==> src/rtl/trail_backjump.sv <==
// Assignment trail for the CDCL engine: LIFO of {var, val, decision} plus the decision-level
// counter; a backjump unwinds the trail to a target level, streaming out unassign commands.
module trail_backjump #(
  parameter int LITERALS = 8,
  localparam int VW = $clog2(LITERALS),
  localparam int CW = $clog2(LITERALS) + 1
) (
  input  logic          clk,
  input  logic          rst,
  input  logic          push_valid,
  output logic          push_ready,
  input  logic [VW-1:0] push_var,
  input  logic          push_val,
  input  logic          push_decision,
  input  logic          bj_start,
  input  logic [VW-1:0] bj_level,
  output logic          bj_busy,
  output logic          bj_done,
  output logic          out_valid,
  input  logic          out_ready,
  output logic [VW-1:0] out_var,
  output logic          out_val,
  output logic          lvl_enable,
  output logic          lvl_incr,
  output logic [VW-1:0] level,
  output logic [CW-1:0] count,
  output logic          full,
  output logic          empty,
  output logic          err
);

  typedef enum logic [1:0] {IDLE, UNWIND, DONE} state_t;

  localparam logic [VW-1:0] LVL_MAX = {VW{1'b1}};
  localparam logic [VW-1:0] LVL_ONE = VW'(1);
  localparam logic [CW-1:0] CNT_ONE = CW'(1);
  localparam logic [CW-1:0] CNT_MAX = CW'(LITERALS);

  state_t        state, state_nxt;
  logic [VW-1:0] mem_var [LITERALS];
  logic          mem_val [LITERALS];
  logic          mem_dec [LITERALS];
  logic [VW-1:0] tgt;
  logic [VW-1:0] top_idx;
  logic [VW-1:0] wr_idx;
  logic          top_dec;
  logic          push_wr;
  logic          pop;

  assign top_idx = VW'(count - CNT_ONE);
  assign wr_idx  = VW'(count);
  assign top_dec = mem_dec[top_idx];
  assign out_var = mem_var[top_idx];
  assign out_val = mem_val[top_idx];
  assign full    = (count == CNT_MAX);
  assign empty   = (count == '0);
  assign bj_busy = rst && (state != IDLE);

  always_comb begin
    state_nxt  = state;
    push_ready = 1'b0;
    out_valid  = 1'b0;
    bj_done    = 1'b0;
    lvl_enable = 1'b0;
    lvl_incr   = 1'b0;
    err        = 1'b0;
    push_wr    = 1'b0;
    pop        = 1'b0;
    case (state)
      IDLE: begin
        push_ready = !full && !bj_start;
        if (bj_start) begin
          state_nxt = (bj_level < level && !empty) ? UNWIND : DONE;
        end else if (push_valid && push_ready) begin
          // A decision beyond the widest representable level is dropped, not stored.
          if (push_decision && level == LVL_MAX) begin
            err = 1'b1;
          end else begin
            push_wr    = 1'b1;
            lvl_enable = push_decision;
            lvl_incr   = push_decision;
          end
        end
      end
      UNWIND: begin
        out_valid = 1'b1;
        if (out_ready) begin
          pop        = 1'b1;
          lvl_enable = top_dec;
          if ((top_dec && (level - LVL_ONE) == tgt) || count == CNT_ONE) begin
            state_nxt = DONE;
          end
        end
      end
      DONE: begin
        bj_done   = 1'b1;
        state_nxt = IDLE;
      end
      default: state_nxt = IDLE;
    endcase
    // While reset is held every pulse and handshake is suppressed.
    if (!rst) begin
      push_ready = 1'b0;
      out_valid  = 1'b0;
      bj_done    = 1'b0;
      lvl_enable = 1'b0;
      lvl_incr   = 1'b0;
      err        = 1'b0;
      push_wr    = 1'b0;
      pop        = 1'b0;
    end
  end

  always_ff @(posedge clk) begin
    if (!rst) begin
      state <= IDLE;
      count <= '0;
      level <= '0;
      tgt   <= '0;
    end else begin
      state <= state_nxt;
      if (state == IDLE && bj_start) begin
        tgt <= bj_level;
      end
      if (push_wr) begin
        count <= count + CNT_ONE;
        if (push_decision) begin
          level <= level + LVL_ONE;
        end
      end else if (pop) begin
        count <= count - CNT_ONE;
        if (top_dec) begin
          level <= level - LVL_ONE;
        end
      end
    end
  end

  always_ff @(posedge clk) begin
    if (push_wr) begin
      mem_var[wr_idx] <= push_var;
      mem_val[wr_idx] <= push_val;
      mem_dec[wr_idx] <= push_decision;
    end
  end

endmodule

==> config.mk <==
export PLATFORM = sky130hd
export DESIGN_NAME = trail_backjump
export DESIGN_NICKNAME = d
export VERILOG_FILES = /design/src/rtl/trail_backjump.sv
export SDC_FILE = /design/constraint.sdc
export NUM_CORES = 1
export LEC_CHECK = 0
export ABC_AREA = 1
export BUFFER_PORTS_ARGS = -buffer_cell sky130_fd_sc_hd__buf_2
export CAP_MARGIN = 30
export CORE_MARGIN = 3
export CORE_UTILIZATION = 30
export CTS_CLUSTER_DIAMETER = 150
export DETAILED_ROUTE_END_ITERATION = 8
export GPL_TIMING_DRIVEN = 0
export RECOVER_POWER = 25
export SYNTH_ARGS = -nofsm -noshare
export SYNTH_HDL_FRONTEND = slang
export SYNTH_SLANG_ARGS = --single-unit
==> constraint.sdc <==
create_clock -name clk -period 3.1 [get_ports clk]
set_input_delay 0.62 -clock clk [delete_from_list [all_inputs] [get_ports clk]]
set_output_delay 0.62 -clock clk [all_outputs]
set_load 0.01 [all_outputs]
After elaboration in Yosys (flattened, before gate mapping)
Memories as Yosys holds them, arrays and structs flattened.
Cells that the tools add are included.
{"block": "word_totals", "reg_bits": 12, "latch_bits": 0, "ram_bits": 40, "romBits": 0, "inputBits": 13, "out_inout_bits": 20, "elab_cells": 80, "memories": 3}
{"block": "op_classes", "addsub": 4, "n_mul": 0, "div_mod_pow": 0, "n_lt_le_gt_ge": 1, "n_eq_ne": 10, "n_shift": 0, "muxes": 40, "bitwise": 0, "reduce_logical": 18}
{"memory": "mem_var", "depth": 8, "word_bits": 3, "rd": 1, "rd_ports_with_merged_regs": 0, "write_ports": 1, "line": "40", "rtl": "logic [VW-1:0] mem_var [LITERALS];"}
{"memory": "mem_dec", "depth": 8, "word_bits": 1, "rd": 1, "rd_ports_with_merged_regs": 0, "write_ports": 1, "line": "42", "rtl": "logic mem_dec [LITERALS];"}
{"memory": "mem_val", "depth": 8, "word_bits": 1, "rd": 1, "rd_ports_with_merged_regs": 0, "write_ports": 1, "line": "41", "rtl": "logic mem_val [LITERALS];"}
{"operator": "1-bit two-way mux", "n": 28}
{"operator": "3-bit two-way mux", "n": 4}
{"operator": "2-bit two-way mux", "n": 4}
{"operator": "4-bit two-way mux", "n": 2}
{"operator": "2-bit inequality test, second input constant", "n": 4}
{"operator": "1-bit logical AND", "n": 7}
{"operator": "3-bit AND reduction", "n": 2}
{"operator": "2-bit nonzero test", "n": 3}
{"operator": "4-bit by 1-bit adder with 4-bit output, second input constant", "n": 1}
{"operator": "4-bit by 1-bit == test with 1-bit output, second input constant", "n": 1}
{"operator": "4-bit == test, second input constant", "n": 1}
{"operator": "4-bit zero test", "n": 1}
{"operator": "2-bit one-hot mux with 2 select lines", "n": 1}
{"operator": "4-bit by 1-bit subtractor with 4-bit output, second input constant", "n": 1}
{"operator": "3-bit by 1-bit adder with 3-bit output, second input constant", "n": 1}
{"operator": "3-bit == test", "n": 1}
{"operator": "3-bit == test, second input constant", "n": 1}
{"operator": "1-bit zero test", "n": 3}
{"operator": "3-bit < comparator", "n": 1}
{"operator": "3-bit by 1-bit subtractor with 3-bit output, second input constant", "n": 1}
{"operator": "2-bit by 1-bit == test with 1-bit output, second input constant", "n": 1}
{"operator": "2-bit == test, second input constant", "n": 1}
{"operator": "2-bit zero test", "n": 1}
{"operator": "1-bit one-hot mux with 2 select lines", "n": 1}
{"operator": "1-bit logical OR", "n": 1}

Logic depth before layout (Yosys ltp)
{"block": "depth", "word_depth": 10, "depth_mapped": 13}

Worst setup path before layout
OpenSTA, ideal clock, no wires.
{"block": "synth_timing", "path_kind": "register -> output", "from": "register count[0]", "to": "output out_val", "arrival_time_ns": 1.913, "required_ns": 2.480, "slack_ns": 0.567, "path_stages_with_launch": 9, "cell_sequence": "dfxtp_1 inv_1 buf_2 ha_1 clkbuf_1 o21ai_0 o22ai_1 nor2_1 a31oi_1"}
{"block": "synth_between", "elab_chain_len": 2}
{"item": "start: declaration", "line": "26", "rtl": "output logic [CW-1:0] count,"}
{"item": "start signal: assignment", "line": "126", "rtl": "count <= count + CNT_ONE;"}
{"item": "start signal: assignment", "line": "131", "rtl": "count <= count - CNT_ONE;"}
{"item": "4-bit by 1-bit subtractor with 4-bit output"}
{"item": "memory 8 x 1 bit"}
{"item": "end: declaration", "line": "22", "rtl": "output logic out_val,"}
No other way between the ends.

Worst setup path in the final report
{"block": "layout_timing", "from": "register count[0]", "to": "output out_var[2]"}
{"block": "layout_between", "elab_chain_len": 2}
{"item": "4-bit by 1-bit subtractor with 4-bit output"}
{"item": "memory 8 x 3 bit"}
{"item": "end: declaration", "line": "21", "rtl": "output logic [VW-1:0] out_var,"}
No other way between the ends.

==> impl_results.md <==
* Largest net degree at the start of global routing at 17
* Global-route wire length before repair at 9540 microns
* Placer Congestion at ~0.81
* Number of enable flip-flop cells after synthesis at 40
* Critical-path cell list: clkinvlp_4, clkbuf_4, ha_2, buf_6, o21ai_0, o22ai_1, nor2_1, a31oi_1, buf_2
* Area of the die at 0.00986 sq mm
* Critical path data arrival time at roughly 2.3 ns
* Via count at between 1,500 and 2,000
* Reg area at between 0.001 and 0.0015 sq mm
* Placed Area at 0.00290 sq mm
* Initial antenna violation count at 0
* Avg Inst Size Synth at approximately 9.4 sq um
* Top cell type's share of synthesized area at 0.460
* CTS sink count at between 50 and 60
* Most used DFF post-synth: edfxtp_1
* Min-Delay Path Class: reg2reg
* Setup WS post-layout at 0.182 ns
* DRC viols at 0
* CP max stage cell: dfxtp_4
* DPL Wire Length at about 4100 microns
* Final period utilization at 0.941
* Initial core utilization at 0.313
* Synth area leader: edfxtp_1
* Max Slew Vio Count at 0
* Netlist cell types at 33
* First-pass iteration count of the detailed router at 4
* Cell count after synthesis at about 280
* Final Cell Area at 0.00302 sq mm
* Final Hold Viols at 0
* CTS tree: done
* # nets final at approximately 340
* Die Width at 99.3 microns
* Die H at 99.3 microns
* Pre-CTS WS at -0.0155 ns
* Area Overhead vs Synth at 15.6%
* Setup Viol. Count Final at 0
* Worst IR drop on VDD at 0.170 mV
* # diodes at 0
* Clk_lat worst skew at roughly 0.30 ns
* Number of placed I/O pins at 33
* Crit Path Category: reg2out
* Fillers at ~850
* Slew margin rel. at 0.432
* WP data required at approximately 2.5 ns
* PwrDens at approximately 470 mW/mm^2
* Buffer type at the clock tree root: clkbuf_8
* FF+latch count, synth at 52
* Setup TNS at 0 ns
* Overall Power at around 0.0014 W
* Htree depth at 2
* 1st-iter DRT viols at between 150 and 200
* Status: finished, final reports clean
* # rows at 33
* Clock transition at path regs at approximately 0.090 ns
* Core ar. at roughly 0.0083 sq mm
* Antenna-violating nets left at 0
* F_max at about 340 MHz
* RSZ-0062 raised after global routing: false
* Max Cap Viol at 0
* Vias in the first global route at roughly 2,000
* CP Max Fanout at 10
* Pleak at between 1 and 1.5 nW
* Asr flop ratio synth at 0
* DR vias/cell at 4.67
* Layout cells sized above 1 at 0.207
* Port bufs at 31
* GRT Total Usage at 0.122
* Remaining global-route overflow at 0
* Num CTS Buffers at 5
* Pin slew with the least headroom to its limit at approximately 0.85 ns
* Worst clock skew at 0.00889 ns
* Critical Path End Type: primary output
* Top post-synthesis cells by area: edfxtp_1, dfxtp_1, nor2_1
* Worst setup SP type: register
* Post-Syn Area at roughly 0.0026 sq mm
* Clock buffer depth at 2
* Routed WL at around 5600 microns
* Seq/Total Area, Yosys at 0.552
* Routed length per placed instance at ~13 microns
* Final Critical Period at approximately 2.9 ns
* Yosys warns at 0
* Syn Nets at about 300
* # hold bufs at CTS at 0
* Footprint of the multi-input gates at around 1000 sq um
* Max incr delay on CP at ~0.42 ns
==> synth_stat cells, types with 2 or more instances <==
cell type,number
nand3_1,16
inv_4,2
a21oi_2,2
nand2_2,3
inv_1,31
o22ai_1,4
nor3_1,7
xor2_2,2
edfxtp_1,40
nor2_1,50
a31oi_1,4
clkbuf_1,2
o21ai_1,4
dfxtp_1,12
inv_2,2
a21oi_1,7
buf_2,3
ha_1,8
o21ai_0,24
nor2_4,3
xor2_1,2
nand2_1,39
==> where the power goes <==
group | internal (W) | switching (W) | leakage, nW
Combinational | 0.0000907 | 0.000155 | 0.748
Clock | 0.000161 | 0.000223 | 0.0456
Sequential | 0.000763 | 0.0000117 | 0.459
Total | 0.00102 | 0.000389 | 1.25
==> path summary, 6_finish.rpt <==
path	endpoint	slack (ns)	cells past startpoint	start
max	out_var[2]	0.18	9	count[0]
min	tgt[2]	0.47	2	tgt[2]
max reg2reg	mem_var[4][1]	0.39	11	count[0]
min reg2reg	tgt[2]	0.47	2	tgt[2]
==> timing repair <==
| item | CTS | global route |
|---|---|---|
| pin swaps | 0 | 1 |
| resized for setup | 3 | 7 |
| setup buffers | 0 | 2 |
| endpoints found under the setup margin | 5 | 7 |
| hold endpoints to repair | 0 | 0 |
==> cell type report <==
type | count | share of cell area
buffer | 8 | 0.0236
tap | 105 | 0.0435
sequential | 52 | 0.479
clock buffer | 6 | 0.0240
multi-input combinational | 182 | 0.322
timing repair buffer | 33 | 0.0547
clock inverter | 2 | 0.00456
inverter | 36 | 0.0489
==> state kept, by name (all words and copies together) (netlist names) <==
| register | flops |
|---|---|
| mem_dec | 8 |
| tgt | 3 |
| state | 2 |
| mem_var | 24 |
| level | 3 |
| count | 4 |
| mem_val | 8 |
==> cells by family (layout without fill, tap and decap cells) <==
family / Yosys count / in the layout / share of synthesized area
AOI/OAI and AO/OA: 46 / 46 / 0.0958
adders and majority gates: 8 / 8 / 0.0383
DFF: 52 / 52 / 0.552
xor gates and xnor gates: 5 / 5 / 0.0254
and+or+nand+nor: 123 / 123 / 0.211
buffers and inverters: 44 / 85 / 0.0771
==> stage by stage <==
| stage | util | hold WS (ns) | instances |
|---|---|---|---|
| after floorplan | - | 0.443 | 278 |
| final | 0.362 | 0.475 | 424 |
| after global placement | 0.347 | 0.466 | 414 |
| after global routing | 0.362 | 0.502 | 424 |
| after CTS | 0.358 | 0.480 | 422 |
| after detailed placement | 0.347 | 0.464 | 414 |
==> placed cells by master (no fill, tap or decap), types with 3 or more instances in the layout <==
cell      synthesis  layout
nor2_1           50      50
edfxtp_1         40      40
nand2_1          39      39
inv_1            31      30
buf_2             3      29
o21ai_0          24      24
nand3_1          16      16
dfxtp_1          12      11
nor3_1            7       7
a21oi_1           7       7
ha_1              8       7
clkbuf_1          2       6
clkbuf_8          0       5
o22ai_1           4       4
a31oi_1           4       4
o21ai_1           4       4
nor2_4            3       3
buf_4             1       3
nand2_2           3       3
==> worst max-delay path: cells and delay by family, from the launching register on <==
family | cells | cell delay [ns]
AOI/OAI and AO/OA | 3 | 0.47
buffers and inverters | 4 | 0.64
adders and majority gates | 1 | 0.40
and+or+nand+nor | 1 | 0.07
DFF | 1 | 0.42
==> metal layers <==
layer,track usage,part of all wire
met1,0.161,0.47
met2,0.202,0.49
met3,0.0147,0.023
met4,0.0494,0.019
met5,0,0
Note: power is estimated with default switching activity, not from simulation.
